===== config.mk =====
export PLATFORM = sky130hd
export DESIGN_NAME = tape_rec
export DESIGN_NICKNAME = d
export VERILOG_FILES = /design/src/rtl/tape_rec.sv
export SDC_FILE = /design/constraint.sdc
export NUM_CORES = 1
export LEC_CHECK = 0
export BUFFER_PORTS_ARGS = -buffer_cell sky130_fd_sc_hd__buf_2
export CORE_MARGIN = 3
export CORE_UTILIZATION = 52
export DETAILED_ROUTE_END_ITERATION = 10
export PLACE_DENSITY = 0.72
export REMOVE_ABC_BUFFERS = 1
export SLEW_MARGIN = 30
export SYNTH_ARGS = -nofsm -noshare
export SYNTH_HDL_FRONTEND = slang
export SYNTH_SLANG_ARGS = --single-unit

===== constraint.sdc =====
create_clock -name clk -period 2.8 [get_ports clk]
set_clock_uncertainty 0.1 [all_clocks]
set_input_delay 0.14 -clock clk [delete_from_list [all_inputs] [get_ports clk]]
set_output_delay 0.14 -clock clk [all_outputs]
set_load 0.005 [all_outputs]

===== src/rtl/tape_rec.sv =====
// Cassette recorder: decodes the MSX 1200-baud FSK tape-out bit into bytes and
// streams them, with .CAS block headers, into the DDRAM tape buffer.
module tape_rec #(
    parameter int MIN_PULSE = 400,
    parameter int THRESH    = 1678,
    parameter int MAX_PULSE = 4000,
    parameter int HDR_MIN   = 1024
) (
    input  logic        clk,
    input  logic        reset,
    input  logic        ce_5m3,
    input  logic        cas_motor,
    input  logic        cas_in,
    input  logic        rewind,
    output logic [26:0] ram_a,
    output logic [7:0]  ram_do,
    output logic        ram_wr,
    input  logic        buff_mem_ready,
    output logic        overflow,
    output logic        recording
);

    localparam int CW = $clog2(MAX_PULSE + 1);
    localparam int HW = $clog2(HDR_MIN + 1);
    localparam logic [CW-1:0] MIN_W    = CW'(MIN_PULSE);
    localparam logic [CW-1:0] THR_W    = CW'(THRESH);
    localparam logic [CW-1:0] MAX_W    = CW'(MAX_PULSE);
    localparam logic [HW-1:0] HDR_LAST = HW'(HDR_MIN - 1);

    typedef enum logic [2:0] {
        IDLE,
        PAD,
        HDR,
        WAIT_START,
        DATA,
        STOP
    } state_t;

    function automatic logic [7:0] hdr_byte(input logic [2:0] idx);
        case (idx)
            3'd0:    hdr_byte = 8'h1F;
            3'd1:    hdr_byte = 8'hA6;
            3'd2:    hdr_byte = 8'hDE;
            3'd3:    hdr_byte = 8'hBA;
            3'd4:    hdr_byte = 8'hCC;
            3'd5:    hdr_byte = 8'h13;
            3'd6:    hdr_byte = 8'h7D;
            default: hdr_byte = 8'h74;
        endcase
    endfunction

    state_t        state, state_d;
    logic          cas_p0, cas_p1, cas_p2;
    logic [CW-1:0] cnt;
    logic          tog_p2, edge_ok, half_s, half_l, tmo;
    logic [HW-1:0] hcnt, hcnt_d;
    logic [2:0]    hidx, hidx_d;
    logic [3:0]    bitn, bitn_d;
    logic [1:0]    bit_s, bs_d, bit_s_n;
    logic          bit_l, bl_d, bit_l_n;
    logic [7:0]    sh, sh_d;
    logic          bit_done, bit_val, frame_err;
    logic          q_req, ovf_set, busy, pending;
    logic [7:0]    q_byte;

    // Input synchroniser and half-period measurement
    always_ff @(posedge clk) begin
        if (reset) begin
            cas_p0 <= 1'b0;
            cas_p1 <= 1'b0;
            cas_p2 <= 1'b0;
            cnt    <= '0;
        end else begin
            cas_p0 <= cas_in;
            cas_p1 <= cas_p0;
            cas_p2 <= cas_p1;
            if (edge_ok)
                cnt <= '0;
            else if (ce_5m3 && cnt != MAX_W)
                cnt <= cnt + 1'b1;
        end
    end

    assign tog_p2  = cas_p1 ^ cas_p2;
    assign edge_ok = tog_p2 && (cnt >= MIN_W);
    assign half_s  = edge_ok && (cnt < THR_W);
    assign half_l  = edge_ok && !(cnt < THR_W);
    assign tmo     = (cnt == MAX_W) || !cas_motor;
    assign busy    = pending || ram_wr;

    // Bit assembly: two long halves make a 0, four short halves make a 1
    always_comb begin
        bit_done  = 1'b0;
        bit_val   = 1'b0;
        frame_err = 1'b0;
        bit_s_n   = bit_s;
        bit_l_n   = bit_l;
        if (half_s) begin
            if (bit_l) begin
                frame_err = 1'b1;
            end else if (bit_s == 2'd3) begin
                bit_done = 1'b1;
                bit_val  = 1'b1;
                bit_s_n  = 2'd0;
            end else begin
                bit_s_n = bit_s + 2'd1;
            end
        end else if (half_l) begin
            if (bit_s != 2'd0) begin
                frame_err = 1'b1;
            end else if (bit_l) begin
                bit_done = 1'b1;
                bit_l_n  = 1'b0;
            end else begin
                bit_l_n = 1'b1;
            end
        end
    end

    always_comb begin
        state_d = state;
        hcnt_d  = hcnt;
        hidx_d  = hidx;
        bitn_d  = bitn;
        sh_d    = sh;
        bs_d    = bit_s;
        bl_d    = bit_l;
        q_req   = 1'b0;
        q_byte  = 8'h00;
        ovf_set = 1'b0;
        case (state)
            IDLE, WAIT_START: begin
                if (half_s) begin
                    if (hcnt == HDR_LAST) begin
                        state_d = PAD;
                        hcnt_d  = '0;
                        hidx_d  = 3'd0;
                    end else begin
                        hcnt_d = hcnt + 1'b1;
                    end
                end else if (half_l) begin
                    hcnt_d = '0;
                    if (state == WAIT_START) begin
                        state_d = DATA;
                        bl_d    = 1'b1;
                        bs_d    = 2'd0;
                        bitn_d  = 4'd0;
                    end
                end
            end
            PAD: begin
                if (!busy) begin
                    if (ram_a[2:0] != 3'd0) begin
                        q_req = 1'b1;
                    end else begin
                        state_d = HDR;
                        hidx_d  = 3'd0;
                    end
                end
            end
            HDR: begin
                if (!busy) begin
                    q_req  = 1'b1;
                    q_byte = hdr_byte(hidx);
                    hidx_d = hidx + 3'd1;
                    if (hidx == 3'd7) begin
                        state_d = WAIT_START;
                        hcnt_d  = '0;
                        bs_d    = 2'd0;
                        bl_d    = 1'b0;
                    end
                end
            end
            DATA: begin
                bs_d = bit_s_n;
                bl_d = bit_l_n;
                if (frame_err) begin
                    state_d = WAIT_START;
                    hcnt_d  = '0;
                    bs_d    = 2'd0;
                    bl_d    = 1'b0;
                end else if (bit_done) begin
                    // bitn 0 is the start bit; data bits arrive as bitn 1..8
                    if (bitn == 4'd0) begin
                        bitn_d = 4'd1;
                    end else begin
                        sh_d   = {bit_val, sh[7:1]};
                        bitn_d = bitn + 4'd1;
                        if (bitn == 4'd8)
                            state_d = STOP;
                    end
                end
            end
            STOP: begin
                if (half_l) begin
                    state_d = WAIT_START;
                    hcnt_d  = '0;
                    bs_d    = 2'd0;
                    bl_d    = 1'b0;
                end else if (half_s) begin
                    bs_d = bit_s_n;
                    if (bit_done) begin
                        if (busy) begin
                            ovf_set = 1'b1;
                        end else begin
                            q_req  = 1'b1;
                            q_byte = sh;
                        end
                        state_d = WAIT_START;
                        hcnt_d  = '0;
                        bs_d    = 2'd0;
                        bl_d    = 1'b0;
                    end
                end
            end
            default: state_d = IDLE;
        endcase
        // Timeout aborts the frame but leaves any byte queued this cycle intact
        if (tmo) begin
            state_d = IDLE;
            hcnt_d  = '0;
            bs_d    = 2'd0;
            bl_d    = 1'b0;
        end
    end

    always_ff @(posedge clk) begin
        if (reset || rewind) begin
            state <= IDLE;
            hcnt  <= '0;
            hidx  <= 3'd0;
            bitn  <= 4'd0;
            bit_s <= 2'd0;
            bit_l <= 1'b0;
        end else begin
            state <= state_d;
            hcnt  <= hcnt_d;
            hidx  <= hidx_d;
            bitn  <= bitn_d;
            bit_s <= bs_d;
            bit_l <= bl_d;
        end
    end

    always_ff @(posedge clk) begin
        sh <= sh_d;
    end

    // Write port: one holding register, strobe then address advance
    always_ff @(posedge clk) begin
        if (reset || rewind) begin
            ram_a    <= '0;
            ram_do   <= 8'h00;
            ram_wr   <= 1'b0;
            pending  <= 1'b0;
            overflow <= 1'b0;
        end else begin
            ram_wr <= 1'b0;
            if (ram_wr)
                ram_a <= ram_a + 27'd1;
            if (pending && buff_mem_ready) begin
                ram_wr  <= 1'b1;
                pending <= 1'b0;
            end
            if (q_req) begin
                ram_do  <= q_byte;
                pending <= 1'b1;
            end
            if (ovf_set)
                overflow <= 1'b1;
        end
    end

    assign recording = (state != IDLE);

endmodule


# After elaboration in Yosys (flattened, before gate mapping)

Cells that the tools add are included.

Bits in registers: 85
Output and inout port bits: 38
Bits of input ports: 7
Word-level logic and storage cells: 195

Order comparisons: 2
Multiplexer cells: 97
Bitwise operators: 3
Reduce and logical (&&, ||, !) cells: 30
Equal/unequal tests: 40
Add/sub/neg operators: 6

Operators by type and width:

| operator                | number |
|---|---|
| $mux W11                | 9 |
| $mux W3                 | 20 |
| $pmux W8 S7             | 1 |
| $pmux W11 S4            | 1 |
| $mux W8                 | 5 |
| $mux W1                 | 36 |
| $ne A3 B3 Y1 const B    | 11 |
| $add A27 B1 Y27 const B | 1 |
| $mux W2                 | 12 |
| $mux W4                 | 6 |
| $ne A2 B2 Y1 const B    | 12 |
| $eq A3 B3 Y1 const B    | 6 |
| $pmux W8 S2             | 1 |
| $pmux W3 S5             | 1 |
| $reduce_and A7 Y1       | 2 |
| $add A12 B1 Y12 const B | 1 |
| $eq A12 B12 Y1 const B  | 1 |
| $eq A3 B2 Y1 const B    | 4 |
| $ge A12 B9 Y1 const B   | 1 |
| $lt A12 B11 Y1 const B  | 1 |
| $ne A12 B12 Y1 const B  | 1 |
| $reduce_and A12 Y1      | 1 |
| $reduce_and A6 Y1       | 2 |
| $add A11 B1 Y11 const B | 1 |
| other kinds (25)        | 41 |

# Longest topological paths before layout

Word-level depth: 10
Gate-level depth with buffers: 10
Gate-level depth less buffers: 9

# Worst setup path after synthesis

No wires, ideal clock.

Path kind: reg-to-reg
Start point: reg cnt[5]
End point: reg ram_do[1]
Required time: 2.578 ns
Period minus slack after synthesis: 2.422 ns
Slack: 0.378 ns
Library setup time: 0.122 ns
Buffers on the path: 3
Cell stages (with the launch flop): 11
Arrival time: 2.200 ns
Cells stage by stage: dfxtp_1 -> buf_6 -> nor4_4 -> a21oi_2 -> or3_1 -> buf_6 -> nor3_2 -> o21ai_1 -> and2_1 -> buf_6 -> a221o_1

Cells in the longest elaborated chain, start to end: 9
Elaborated cells on any way between the ends: 16
Classes of those cells: order compare (2); mux (10); reduce/logical (4)

Ends and longest elaborated chain:

| item                                                    | RTL line   | RTL |
|---|---|---|
| from (decl)                                             | 54         | `logic [CW-1:0] cnt;` |
| from (signal assigned)                                  | 80         | `cnt <= cnt + 1'b1;` |
| $ge A12 B9 Y1 or $lt A12 B11 Y1 (tied branches)         | 85, 86, 87 |  |
| $logic_and A1 B1 Y1 or $logic_not A1 Y1 (tied branches) | 85, 87     |  |
| $logic_and A1 B1 Y1                                     | 87         | `assign half_l = edge_ok && !(cnt < THR_W);` |
| $mux W1                                                 | 108        | `end else if (half_l) begin` |
| $mux W1                                                 | 98         | `if (half_s) begin` |
| $mux W1 or $mux W8 (tied branches)                      | 202        | `if (bit_done) begin` |
| $mux W1 or $mux W8 (tied branches)                      | 200        | `end else if (half_s) begin` |
| $mux W1 or $mux W8 (tied branches)                      | 195        | `if (half_l) begin` |
| $pmux W1 S3 or $pmux W8 S2 (tied branches)              | 131        | `case (state)` |
| to (signal assigned)                                    | 266        | `ram_do <= q_byte;` |
| to (decl)                                               | 16         | `output logic [7:0] ram_do,` |

Several ways; a longest one is shown, not always the timed one.
A chain may end at the register's enable or synchronous reset.

# Final worst setup path

Start point: reg cnt[4]
End point: reg ram_do[2]

The elaborated chain is that of the path after synthesis.

==> results.toml <==
[outcome]
status = "completed"

[logic_synthesis]
synth_edf_count = 8
async_flop_share = 0
synth_seq_cells = 85
synth_area_per_cell_um2 = 8.74
synth_fa_ha_area_frac = 0.0436
synth_top_area_cell = "dfxtp_1"
ys.flop_type = "dfxtp_1"
synth_compound_area_frac = 0.175
ys_top_cells_by_area = "dfxtp_1 (36%), edfxtp_1 (5.6%), xor2_1 (5.5%), nor2_1 (5.1%), ha_1 (4.4%)"
synth_cell_types = 67
synth_top_area_frac = 0.358
synthXorXnorAreaFrac = 0.0630
synth_top_family_by_area = "simple AND/OR/NAND/NOR gates"
synthCells = 493
yosysWarnings = 0
syn-cell-area_um2 = 4310
synth-simple-area-share = 0.256
ys_seq_area_frac = 0.413
synthMuxAreaShare = 0.0122

[die]
floorplan.rows = 32
initial_core_util = 0.546
core_area_um2 = 7890
dieArea_um2 = 9410
io_pins = 45
die_y_um = 97.0
fp.dieW_um = 97.0

[placement]
dp_hpwl_mm = 6.62
gp_congestion = 0.895
port_buffers = 44
place_inst = 629

[critical_path]
path_max_fanout = 10
worstSetupPathType = "reg -> reg"
end_kind = "flop"
r2r_cells = 7
rr_endpoint = "ram_do[2]$_SDFFE_PP0P_"
worstPathArrival_ns = 2.81
reg2reg_from = "cnt[4]$_SDFFE_PP0P_"
cp-start-kind = "flop"
r2r_slack_ns = 0.15
cp.required_ns = 2.96

[timing]
slew_headroom = 0.541
drv_slew = 0
tns_ns = 0
finalSetupViolCount = 0
rsz0062_at_grt = "no"
min_period_ns = 2.65
post-route-period-util = 0.946
fmax_mhz = 377
hold_viol_final = 0
tightest_slew_ns = 0.689

[finish]
stdcell_count = 650
nets = 565
area_delta_synth_final_pct = 13.7
num_antenna_cells = 0
layout_common_cells = "dfxtp_1 (77), nor2_1 (59), nand2_1 (47), buf_2 (44), xor2_1 (27)"
layout-drive-gt1-share = 0.157
fillers = 707
mostFrequentLayoutCell = "dfxtp_1"

[run]
cap_violations = 0

[hold_path]
whs_endpoint = "hidx[0]$_SDFFE_PP0P_"
holdCritPathClass = "in -> reg"
min_from = "rewind"
hold_depth = 5

[detailed_routing]
drc = 0
first_iter_violations = 226
first_pass_iters = 5
ant_nets = 0
vias = 3671
drt-wirelength-per-cell_um = 14.2
drt_wl_total_mm = 9.23
avgViaCountPerCell = 5.65

[power_and_ir_drop]
ir_drop_mv = 0.246
pwr_density_cell_nw_per_um2 = 458
leakagePower_nw = 1.86

[clock_network]
cts_resized = 0
insertion_delay_ns = 0.36
holdBufCountCts = 5
cts_sinks = 85
clk_pin_slew_worst_paths_ns = 0.09
htree_levels = 3
postCtsSetupBuffers = 0
cts_root_buf = "clkbuf_8"
clockBufferDepth = 2
numCtsBuffers = 9
cts_tree = "yes"

[global_routing]
grt-ovfl-total = 0
antenna_found_initial = 0
first_global_vias = 3502
grt_pass1_wl_mm = 16.2
grt_usage = 0.201
grt_max_degree = 38
-- critical path, stage by stage (launching register included) --
cell and delay, ns:
dfxtp_1 0.39, nor4_4 0.31, a21oi_2 0.15, or3_1 0.57, nor3_2 0.25, o21ai_1 0.16, and2_1 0.26, a221o_1 0.36
-- power by group --
group	switching [mW]	leakage (nW)	internal (mW)
clock network	0.461	0.106	0.507
logic	0.0289	1.09	0.0173
registers	0.00461	0.667	1.23
total	0.494	1.86	1.75
-- cell type report --
type | count | area, um^2 | share of cell area
Tap cell | 102 | 128 | 0.0260
Inverter | 16 | 60.1 | 0.0123
Clock inverter | 7 | 97.6 | 0.0199
Multi-Input combinational cell | 373 | 2370 | 0.484
Timing Repair Buffer | 58 | 338 | 0.0689
Sequential cell | 85 | 1780 | 0.364
Clock buffer | 9 | 124 | 0.0253
-- sequential cells by signal, indices dropped and copies added (netlist names) --
register	cells
ram_a	27
cnt	12
hcnt	11
ram_do	8
sh	8
bitn	4
hidx	3
state	3
bit_s	2
bit_l	1
cas_p0	1
cas_p1	1
cas_p2	1
overflow	1
pending	1
ram_wr	1
-- logic make-up (layout without fill, tap and decap cells) --
family | after synthesis | in the layout
compound gates | 103 | 103
fa+ha+maj | 15 | 15
mux | 5 | 5
flops | 85 | 85
simple gates | 219 | 219
xor+xnor | 31 | 31
buf+inv | 35 | 90
-- cell usage after synthesis, types with 8 or more instances --
master,n
xor2_1,27
a21oi_1,26
nor3_1,17
nand4_1,12
nor2_1,59
or3_1,12
nand3_1,18
inv_1,15
edfxtp_1,8
nand2_1,47
clkbuf_1,12
ha_1,15
and3_1,15
dfxtp_1,77
o21ai_0,22
nand2b_1,13
nor2b_1,9
-- per-stage QoR --
step           hold slack (ns)  instance area (um^2)  setup WS (ns)   util  power, mW
6_report                 0.140                  4900          0.150  0.621       2.25
3_5_place_dp             0.256                  4630          0.184  0.587       1.30
5_1_grt                  0.144                  4900         0.0109  0.621       2.32
2_1_floorplan            0.112                  4210          0.349      -       1.28
4_1_cts                  0.132                  4900          0.166  0.621       2.26
3_3_place_gp             0.255                  4630          0.252  0.587       1.30
-- how the worst max path moves through the flow --
stage | startpoint | end | slack (ns) | cells after the start
CTS | cnt[4]$_SDFFE_PP0P_ | ram_do[2]$_SDFFE_PP0P_ | 0.17 | 7
global route | cnt[4]$_SDFFE_PP0P_ | ram_do[6]$_SDFFE_PP0P_ | 0.01 | 7
global placement | cnt[4]$_SDFFE_PP0P_ | ram_do[3]$_SDFFE_PP0P_ | 0.25 | 7
detailed placement | cnt[4]$_SDFFE_PP0P_ | ram_do[2]$_SDFFE_PP0P_ | 0.18 | 7
finish | cnt[4]$_SDFFE_PP0P_ | ram_do[2]$_SDFFE_PP0P_ | 0.15 | 7
floorplan | cnt[4]$_SDFFE_PP0P_ | state[1]$_SDFFE_PP0P_ | 0.35 | 7
-- metal layers --
metal | up-vias | share of wire | track usage
met5 | - | 0 | 0
met4 | 0 | 0.012 | 0.0508
met3 | 11 | 0.030 | 0.0440
met2 | 54 | 0.47 | 0.327
met1 | 1733 | 0.48 | 0.272
li1 | 1873 | - | -
No activity file was read; power rests on OpenSTA's default activity.
